## src/rtl/fir_pkg.sv

```systemverilog
// Shared helpers for the parametrised FIR filter.
// Provides:
//   clog2         - ceiling log2 for elaboration-time sizing
//   prod_w        - width of one full-precision signed product
//   acc_w         - width of the non-overflowing tap-sum accumulator
//   impulse_coef  - reset value of tap k (centre tap 1, all others 0)
package fir_pkg;

   function automatic int unsigned clog2(input int unsigned n);
      int unsigned r;
      int unsigned v;
      r = 0;
      v = 1;
      while (v < n) begin
         v = v * 2;
         r = r + 1;
      end
      return r;
   endfunction

   function automatic int unsigned prod_w(input int unsigned data_w, input int unsigned coef_w);
      return data_w + coef_w;
   endfunction

   // Summing n products can grow the magnitude by at most a factor n.
   function automatic int unsigned acc_w(input int unsigned data_w, input int unsigned coef_w,
                                         input int unsigned ntaps);
      return data_w + coef_w + clog2(ntaps);
   endfunction

   function automatic int unsigned impulse_coef(input int unsigned k, input int unsigned ntaps);
      return (k == (ntaps - 1) / 2) ? 1 : 0;
   endfunction

endpackage

```

## src/rtl/fir_tap_mult.sv

```systemverilog
// One FIR tap: registered full-precision signed multiply with a valid passthrough.
// Ports:
//   clk_i, rst_ni - clock, synchronous active-low reset
//   valid_i       - x_i holds a new delay-line sample this cycle
//   x_i, h_i      - signed sample and signed coefficient
//   valid_o, p_o  - registered valid and product (DATA_W+COEF_W bits)
module fir_tap_mult
   import fir_pkg::*;
#(
   parameter int unsigned DATA_W = 14,
   parameter int unsigned COEF_W = 8
) (
   input  logic                                     clk_i,
   input  logic                                     rst_ni,
   input  logic                                     valid_i,
   input  logic signed [DATA_W-1:0]                 x_i,
   input  logic signed [COEF_W-1:0]                 h_i,
   output logic                                     valid_o,
   output logic signed [prod_w(DATA_W, COEF_W)-1:0] p_o
);

   localparam int unsigned PW = prod_w(DATA_W, COEF_W);

   logic signed [PW-1:0] p_d, p_q;
   logic                 valid_q;

   assign p_d = PW'(x_i) * PW'(h_i);

   always_ff @(posedge clk_i) begin
      if (!rst_ni) begin
         p_q     <= '0;
         valid_q <= 1'b0;
      end else begin
         valid_q <= valid_i;
         if (valid_i) begin
            p_q <= p_d;
         end
      end
   end

   assign p_o     = p_q;
   assign valid_o = valid_q;

endmodule

```

## src/rtl/fir_param_filter.sv

```systemverilog
// Parametrised streaming signed FIR filter with a shadow/active coefficient bank.
// Ports:
//   clk_i, rst_ni              - clock, synchronous active-low reset
//   din_i, din_valid_i         - signed input sample stream
//   coe_wr_i, coe_idx_i,
//   coe_data_i                 - indexed write into the shadow bank
//   coe_commit_i               - copy shadow bank into active bank (write bypassed in)
//   coe_err_o                  - pulse: previous write had an out-of-range index
//   dout_o, dout_valid_o       - rounded, shifted, saturated result stream
//   sat_o                      - pulse with dout_valid_o when the result was clipped
// Pipeline: S0 delay line -> S1 tap products -> S2 sum/round/saturate (latency 3).
module fir_param_filter
   import fir_pkg::*;
#(
   parameter int unsigned DATA_W = 14,
   parameter int unsigned COEF_W = 8,
   parameter int unsigned NTAPS  = 11,
   parameter int unsigned SHIFT  = 0,
   parameter int unsigned OUT_W  = 24,
   parameter int unsigned IDX_W  = 4
) (
   input  logic                    clk_i,
   input  logic                    rst_ni,
   input  logic signed [DATA_W-1:0] din_i,
   input  logic                    din_valid_i,
   input  logic                    coe_wr_i,
   input  logic [IDX_W-1:0]        coe_idx_i,
   input  logic signed [COEF_W-1:0] coe_data_i,
   input  logic                    coe_commit_i,
   output logic                    coe_err_o,
   output logic signed [OUT_W-1:0] dout_o,
   output logic                    dout_valid_o,
   output logic                    sat_o
);

   localparam int unsigned PROD_W = prod_w(DATA_W, COEF_W);
   localparam int unsigned ACC_W  = acc_w(DATA_W, COEF_W, NTAPS);
   // One spare bit so adding the rounding constant cannot wrap.
   localparam int unsigned RW     = ACC_W + 1;
   localparam logic signed [RW-1:0] RoundK  = RW'((2 ** SHIFT) / 2);
   localparam logic [IDX_W:0]       NTapsIx = (IDX_W + 1)'(NTAPS);

   // ---------------- S0: delay line ----------------
   logic signed [DATA_W-1:0] x_q [NTAPS];
   logic                     v0_q;

   always_ff @(posedge clk_i) begin
      if (!rst_ni) begin
         for (int k = 0; k < NTAPS; k++) x_q[k] <= '0;
         v0_q <= 1'b0;
      end else begin
         v0_q <= din_valid_i;
         if (din_valid_i) begin
            x_q[0] <= din_i;
            for (int k = 1; k < NTAPS; k++) x_q[k] <= x_q[k-1];
         end
      end
   end

   // ---------------- Coefficient banks ----------------
   logic signed [COEF_W-1:0] shadow_d [NTAPS];
   logic signed [COEF_W-1:0] shadow_q [NTAPS];
   logic signed [COEF_W-1:0] active_q [NTAPS];
   logic                     wr_ok;
   logic                     coe_err_q;

   assign wr_ok = coe_wr_i && ({1'b0, coe_idx_i} < NTapsIx);

   always_comb begin
      for (int k = 0; k < NTAPS; k++) begin
         shadow_d[k] = (wr_ok && (coe_idx_i == IDX_W'(k))) ? coe_data_i : shadow_q[k];
      end
   end

   // Commit copies shadow_d, so a write in the commit cycle lands in the new bank.
   always_ff @(posedge clk_i) begin
      if (!rst_ni) begin
         for (int k = 0; k < NTAPS; k++) begin
            shadow_q[k] <= COEF_W'(impulse_coef(k, NTAPS));
            active_q[k] <= COEF_W'(impulse_coef(k, NTAPS));
         end
         coe_err_q <= 1'b0;
      end else begin
         shadow_q  <= shadow_d;
         if (coe_commit_i) begin
            active_q <= shadow_d;
         end
         coe_err_q <= coe_wr_i && !wr_ok;
      end
   end

   // ---------------- S1: tap products ----------------
   logic signed [PROD_W-1:0] p [NTAPS];
   logic [NTAPS-1:0]         v1;
   logic                     v1_all;

   for (genvar k = 0; k < NTAPS; k++) begin : g_tap
      fir_tap_mult #(
         .DATA_W (DATA_W),
         .COEF_W (COEF_W)
      ) u_tap (
         .clk_i   (clk_i),
         .rst_ni  (rst_ni),
         .valid_i (v0_q),
         .x_i     (x_q[k]),
         .h_i     (active_q[k]),
         .valid_o (v1[k]),
         .p_o     (p[k])
      );
   end

   // Every tap sees the same valid, so the per-tap copies are identical.
   assign v1_all = &v1;

   // ---------------- S2: sum, round, shift, saturate ----------------
   logic signed [ACC_W-1:0] acc;
   logic signed [RW-1:0]    rnd, shd;
   logic signed [OUT_W-1:0] dout_d, dout_q;
   logic                    clip;
   logic                    dout_valid_q, sat_q;

   always_comb begin
      acc = '0;
      for (int k = 0; k < NTAPS; k++) acc = acc + ACC_W'(p[k]);
   end

   assign rnd = RW'(acc) + RoundK;
   assign shd = rnd >>> SHIFT;

   if (OUT_W >= RW) begin : g_nosat
      assign dout_d = OUT_W'(shd);
      assign clip   = 1'b0;
   end else begin : g_sat
      // Fits iff all bits from the output sign bit upward agree.
      logic [RW-OUT_W:0] hi;
      assign hi     = shd[RW-1:OUT_W-1];
      assign clip   = !((&hi) || !(|hi));
      assign dout_d = !clip       ? shd[OUT_W-1:0]                  :
                      shd[RW-1]   ? {1'b1, {(OUT_W - 1){1'b0}}}     :
                                    {1'b0, {(OUT_W - 1){1'b1}}};
   end

   always_ff @(posedge clk_i) begin
      if (!rst_ni) begin
         dout_q       <= '0;
         dout_valid_q <= 1'b0;
         sat_q        <= 1'b0;
      end else begin
         dout_valid_q <= v1_all;
         sat_q        <= v1_all && clip;
         if (v1_all) begin
            dout_q <= dout_d;
         end
      end
   end

   assign dout_o       = dout_q;
   assign dout_valid_o = dout_valid_q;
   assign sat_o        = sat_q;
   assign coe_err_o    = coe_err_q;

endmodule
```

## config.mk

```make
export PLATFORM = sky130hd
export DESIGN_NAME = fir_param_filter
export DESIGN_NICKNAME = d
export VERILOG_FILES = /design/src/rtl/fir_pkg.sv /design/src/rtl/fir_tap_mult.sv /design/src/rtl/fir_param_filter.sv
export SDC_FILE = /design/constraint.sdc
export NUM_CORES = 2
export LEC_CHECK = 0
export BUFFER_PORTS_ARGS = -buffer_cell sky130_fd_sc_hd__buf_2
export CORE_ASPECT_RATIO = 0.9
export CORE_UTILIZATION = 63
export DETAILED_ROUTE_END_ITERATION = 16
export HOLD_SLACK_MARGIN = 0.1
export MAX_ROUTING_LAYER = met4
export PLACE_DENSITY = 0.89
export SLEW_MARGIN = 20
export SYNTH_ARGS = -nofsm -noshare
export SYNTH_HDL_FRONTEND = slang
export SYNTH_HIERARCHICAL = 1
export SYNTH_SLANG_ARGS = --single-unit
```

## constraint.sdc

```tcl
create_clock -name clk_i -period 6.02 [get_ports clk_i]
set_input_delay 0.602 -clock clk_i [delete_from_list [all_inputs] [get_ports clk_i]]
set_output_delay 0.602 -clock clk_i [all_outputs]
set_load 0.03 [all_outputs]
```

**Word level (Yosys, flattened, before mapping)**

Memories as Yosys holds them, arrays and structs flattened.
Index checks and enable logic that the tools add are counted.
Widths: inputs -> output; s select.

- Bits in registers: 447
- Memory bits (writable): 154
- Bits of input ports: 31
- Output and inout bits: 27
- Word-level logic and storage cells: 132
- Memories kept: 1

- Add/sub/neg operators: 10
- Multipliers: 11
- Magnitude comparators: 1
- Equal/unequal tests: 10
- Mux-type cells: 28
- Bitwise logic cells: 11
- Reductions and logical operators: 21

Memory list:

| name | depth | width | rd ports | clocked after memory_dff | write ports | line | text |
|---|---|---|---|---|---|---|---|
| x_q | 11 | 14 | 11 | 0 | 11 | fir_param_filter.sv:44 | `logic signed [DATA_W-1:0] x_q [NTAPS];` |

Operator list:

| kind | number |
|---|---|
| $mul 14x8->22 | 11 |
| $add 26x22->26 | 6 |
| $mux 14 | 11 |
| $mux 8 | 11 |
| $mux 24 | 2 |
| $add 25x22->26 | 1 |
| $add 24x22->25 | 1 |
| $add 23x22->24 | 1 |
| $add 22x22->23 | 1 |
| $eq 4x3->1 const B | 4 |
| $logic_and 1x1->1 | 14 |
| $eq 4x4->1 const B | 3 |
| $or 1x1->1 | 11 |
| $eq 4x2->1 const B | 2 |
| $eq 4x1->1 const B | 1 |
| $logic_not 4->1 | 1 |
| $lt 4x4->1 const B | 1 |
| $mux 1 | 4 |
| $logic_not 1->1 | 3 |
| $reduce_and 3->1 | 1 |
| $reduce_or 3->1 | 1 |
| $logic_or 1x1->1 | 1 |

**Logic depth before layout (Yosys ltp)**

- Depth after elaboration: 15
- Mapped depth: 22
- Gate-level depth less buffers: 20

**By module**

Netlist, hierarchy kept.

Modules (own cells, without submodules):

| module | instances | cells an instance | area each (um2) | seq. area each (um2) |
|---|---|---|---|---|
| fir_tap_mult (g_tap[10].u_tap ...) | 7 | 578 | 5074.9 | 460.4 |
| fir_param_filter | 1 | 1770 | 20095.5 | 8708.4 |
| fir_tap_mult (g_tap[7].u_tap) | 1 | 545 | 4879.7 | 460.4 |
| fir_tap_mult (g_tap[0].u_tap) | 1 | 544 | 4860.9 | 460.4 |
| fir_tap_mult (g_tap[9].u_tap) | 1 | 533 | 4839.6 | 460.4 |
| fir_tap_mult (g_tap[8].u_tap) | 1 | 531 | 4784.6 | 460.4 |

**Worst setup path before layout**

Ideal clock, no wire load.

- Kind: register to register
- From: reg g_tap[10].u_tap.p_q[3]
- To: reg dout_q[20], in the netlist dout_o[20]
- Library setup time: 0.073 ns
- Data arrival time: 5.426 ns
- Data required time: 5.947 ns
- Slack: 0.521 ns
- Cell stages (with the launch flop): 20
- Buffers on the path: 1
- Clock period less this slack: 5.499 ns
- Cells stage by stage: dfxtp_1 -> inv_1 -> fa_1 -> inv_1 -> fa_1 -> fa_1 -> fa_1 -> inv_1 -> fa_1 -> inv_1 -> ha_1 -> a211oi_1 -> o31a_1 -> a2111o_1 -> a2111oi_4 -> a211oi_2 -> and2_4 -> a22o_4 -> buf_6 -> o22ai_2

- Longest elaborated chain between the ends: 5
- Elaborated cells on any way between the ends: 7
- Classes of those cells: add/sub: 1; mux: 2; reduce/logical: 4

Ends and longest elaborated chain:

| item | line | text |
|---|---|---|
| start, declared | fir_tap_mult.sv:24 | `logic signed [PW-1:0] p_d, p_q;` |
| start signal, assigned | fir_tap_mult.sv:36 | `p_q <= p_d;` |
| $add 26x22->26 (*) | fir_param_filter.sv:124 | `for (int k = 0; k < NTAPS; k++) acc = acc + ACC_W'(p[k]);` |
| $reduce_or 3->1 | fir_param_filter.sv:137 | `assign clip = !((&hi) \|\| !(\|hi));` |
| $logic_not 1->1 | fir_param_filter.sv:137 |  |
| $logic_or 1x1->1 | fir_param_filter.sv:137 |  |
| $mux 24 (*) | fir_param_filter.sv:138 | `assign dout_d = !clip ? shd[OUT_W-1:0] :` |
| end signal, assigned | fir_param_filter.sv:152 | `dout_q <= dout_d;` |
| end, declared | fir_param_filter.sv:118 | `logic signed [OUT_W-1:0] dout_d, dout_q;` |

Every way passes the cells marked *; elsewhere a longest branch is shown, timed or not.
A chain may end at the register's enable or synchronous reset.

**Worst setup path in the final report**

- From: reg g_tap[10].u_tap.p_q[8]
- To: reg sat_q, in the netlist sat_o

- Longest elaborated chain between the ends: 6
- Elaborated cells on any way between the ends: 7
- Classes of those cells: add/sub: 1; reduce/logical: 6

Ends and longest elaborated chain:

| item | line | text |
|---|---|---|
| $add 26x22->26 (*) | fir_param_filter.sv:124 |  |
| $reduce_or 3->1 | fir_param_filter.sv:137 |  |
| $logic_not 1->1 | fir_param_filter.sv:137 |  |
| $logic_or 1x1->1 (*) | fir_param_filter.sv:137 |  |
| $logic_not 1->1 (*) | fir_param_filter.sv:137 |  |
| $logic_and 1x1->1 (*) | fir_param_filter.sv:150 | `sat_q <= v1_all && clip;` |
| end signal, assigned | fir_param_filter.sv:150 |  |
| end, declared | fir_param_filter.sv:120 | `logic dout_valid_q, sat_q;` |

Marks and branches as above.

==> results.py <==
metrics = {
    "synth": {
        "yosysUniqueCellTypes": 104,
        "ys.flop_type": "dfxtp_1",
        "ys.warnings.count": 6,
        "syn_area_per_cell_sq_um": 9.410,
        "synth_area_sq_mm": 0.07498,
        "async_flop_share": 0,
        "synth_top_area_share": 0.3217,
        "synth_area_leaders": "fa_1, dfxtp_1, inv_1, ha_1, and2_1",
        "synth-seq-area-share": 0.1837,
        "ys_ff_latch": 611,
        "syn_inst": 7969,
        "synth-edff-count": 154,
        "yosysTopAreaCell": "fa_1",
        "syn-num-nets": 9684,
    },
    "worst_setup_path": {
        "cp.required_ns": 6.59,
        "cp_max_fo": 10,
        "worst_path_most_repeated_cell": "fa_1",
        "crit_chain": "inv_1 > fa_1 > inv_1 > fa_1 > fa_1 > fa_1 > inv_1 > fa_1 > inv_1 > ha_1 > o21a_1 > o21ai_0 > a2111o_1 > a2111oi_4 > a211oi_2 > o21a_2 > buf_4 > o21a_1",
        "startpoint_type": "flop",
        "critPathSlowestCell": "fa_1",
        "worstSetupEndpointType": "flop",
        "startpoint": "g_tap[10].u_tap/p_o[8]",
        "r2r-start": "g_tap[10].u_tap/p_o[8]",
        "worstSetupPathType": "flop to flop",
        "max_stage_delay_ns": 0.55,
        "cp.arrival_ns": 6.33,
    },
    "timing": {
        "finalClockSkew_ns": 0.03923,
        "finalSetupTns_ns": 0,
        "hold_viol_final": 0,
        "fin_crit_sh": 0.9561,
        "period_needed_ns": 5.756,
        "grt_setup_unrepaired": "no",
        "setup_violations": 0,
        "slew_headroom": 0.2297,
        "fmax_mhz": 173.7,
        "final-max-slew-violation-count": 0,
        "tightest_slew_ns": 1.155,
    },
    "place": {
        "dp_cells": 9330,
        "dpl.hpwl_um": 165700,
        "place_area_sq_mm": 0.07602,
        "port_buffers": 57,
        "gp_congestion": 1.045,
    },
    "route": {
        "drtIter0Drc": 5929,
        "ant_nets": 0,
        "vias": 56672,
        "dr.pass1.iters": 6,
        "avgViaCountPerCell": 5.979,
        "routedWlPerCell_um": 22.34,
        "drc": 0,
        "routed_wl_um": 211700,
    },
    "pwr": {
        "peakVddDrop_mv": 0.4249,
        "totalPowerFinal_uw": 17290,
        "p_per_area_mw_per_mm2": 220.4,
        "leakagePower_uw": 0.03889,
    },
    "floorplanning": {
        "die_area_sq_mm": 0.1204,
        "die_h_um": 329.3,
        "fp.coreArea_sq_mm": 0.1175,
        "row_count": 119,
        "pin_count": 58,
        "start_util": 0.6383,
        "die_x_um": 365.7,
    },
    "final_layout": {
        "fill_cells": 8929,
        "postLayoutCoreUtil": 0.6680,
        "drive_gt1_frac": 0.04550,
        "nets": 9549,
        "fin_area_sq_mm": 0.07847,
        "area_growth_pct": 4.652,
        "fin_cells": 9478,
    },
    "min_path": {
        "min_from": "coe_idx_i[3]",
        "hold_path_class": "primary input to flop",
    },
    "run_status": {
        "status": "finished clean",
    },
    "clocking": {
        "root_buffer": "clkbuf_16",
        "clkLatencyLatePin_ns": 0.70,
        "clkSlewWorstSetupHoldPaths_ns": 0.06,
        "cts_buffer_depth": 3,
        "tritoncts_num_sinks": 611,
        "cts_max_level": 3,
        "tritoncts": "done",
        "cts-hold-fix-buffers": 0,
        "numCtsBuffers": 72,
    },
    "global_routing": {
        "overflow": 0,
        "grt_busiest_layer": "met2",
        "grt_pass1_vias": 58796,
        "met1_usage": 0.4893,
        "globalRouteMet3Util": 0.07976,
        "globalRouteTotalUtil": 0.3731,
        "grt_start_max_net_pins": 114,
        "grt_antenna_before_repair": 10,
        "met2_usage": 0.5623,
        "grt_pass1_wl_um": 332900,
    },
    "job": {
        "drv_cap": 0,
    },
}
-- layout by cell type (no fill, tap or decap), types with 15 or more instances in the layout --
cell type and instances:
o21ai_0 182, and4_1 15, a211o_1 16, mux2i_1 158, o211a_1 105, a31oi_1 37
xnor2_1 109, clkbuf_16 78, buf_2 54, nand4_1 42, and2_1 788, dfxtp_1 456
inv_1 1603, nor2_1 289, a211oi_1 51, a21oi_1 208, nor2b_1 160, nand3_1 178
ha_1 479, o2111ai_1 21, nand3b_1 31, or3_1 43, o21bai_1 20, o22ai_2 20
and3_1 155, o21a_1 39, nand2_1 591, xor2_1 34, o211ai_1 38, fa_1 1205
nor3_1 75, edfxtp_1 154, diode_2 15, o31ai_1 21, a311o_1 16, a21o_1 28
buf_4 33, nand2b_1 55
-- worst max-delay path, delay by kind of cell (launching register included) --
| family | cells | cell delay, ns |
|---|---|---|
| compound gates | 7 | 1.73 |
| buf+inv | 5 | 0.48 |
| fa+ha+maj | 6 | 3.12 |
| flops | 1 | 0.34 |
-- layout make-up --
cell class / instances / area, sq um / share of cell area
diodes: 15 / 37.54 / 0.0004783
multi-input cells: 5454 / 53720 / 0.6845
flip-flops and latches: 611 / 13780 / 0.1756
clock inverters: 30 / 264.0 / 0.003364
clock buffers: 100 / 2106 / 0.02683
repair buffers: 91 / 584.3 / 0.007446
inverters: 1604 / 6021 / 0.07672
well taps: 1573 / 1968 / 0.02508
-- cell usage after synthesis (38+ instances only) --
master / number
a211oi_1: 51
inv_1: 1603
o21ai_0: 182
o211ai_1: 38
or3_1: 43
clkbuf_1: 204
ha_1: 479
nand2_1: 591
edfxtp_1: 154
and2_1: 788
a21oi_1: 210
nand3_1: 178
o211a_1: 105
o21a_1: 40
and3_1: 155
nor2b_1: 160
nor3_1: 76
nand2b_1: 56
nor2_1: 291
fa_1: 1205
dfxtp_1: 457
nand4_1: 42
xnor2_1: 109
mux2i_1: 158
-- state kept, by name, summed over array words and instances (netlist names), 11 cells and up --
register and count:
dout_o 24, shadow_q 88, g_tap.u_tap/valid_o 11, g_tap.u_tap/p_o 242
active_q 88, x_q 154
-- power by group --
part | total, uW | internal, uW | switching (uW)
Combinational | 7860 | 2940 | 4930
Clock | 4520 | 2590 | 1930
Sequential | 4910 | 4440 | 470
-- cell families after synthesis --
group,after synthesis,synth area share
muxes,161,0.02154
xor gates and xnor gates,145,0.01714
adders and majority gates,1684,0.4016
DFF,611,0.1837
buffers and inverters,1905,0.1006
and+or+nand+nor,2492,0.1782
AOI/OAI and AO/OA,971,0.09730
-- metal layers --
layer,vias up,routed length [um]
li1,24968,-
met1,28319,84660
met2,2888,95680
met3,497,22000
met4,0,9356
met5,-,0
-- per-stage QoR --
step / hold WS, ns / worst slack (ns)
floorplan: 0.4256 / 0.5209
global placement: 0.4489 / 0.2445
detailed placement: 0.4598 / 0.1355
CTS: 0.1752 / 0.1403
global route: 0.1948 / 0.007037
finish: 0.2121 / 0.2641
-- timing repair --
action | in CTS | in global routing
buffers inserted | 0 | 2
endpoints found under the setup margin | 0 | 23
gates resized for setup | 0 | 4
-- worst paths after layout --
kind / to / slack, ns / depth (start not counted)
max: sat_o / 0.26 / 18
max reg2reg: sat_o / 0.26 / 18
min reg2reg: g_tap[6].u_tap/p_o[8] / 0.47 / 2
min: coe_err_o / 0.21 / 3
No activity file was read; power rests on OpenSTA's default activity.
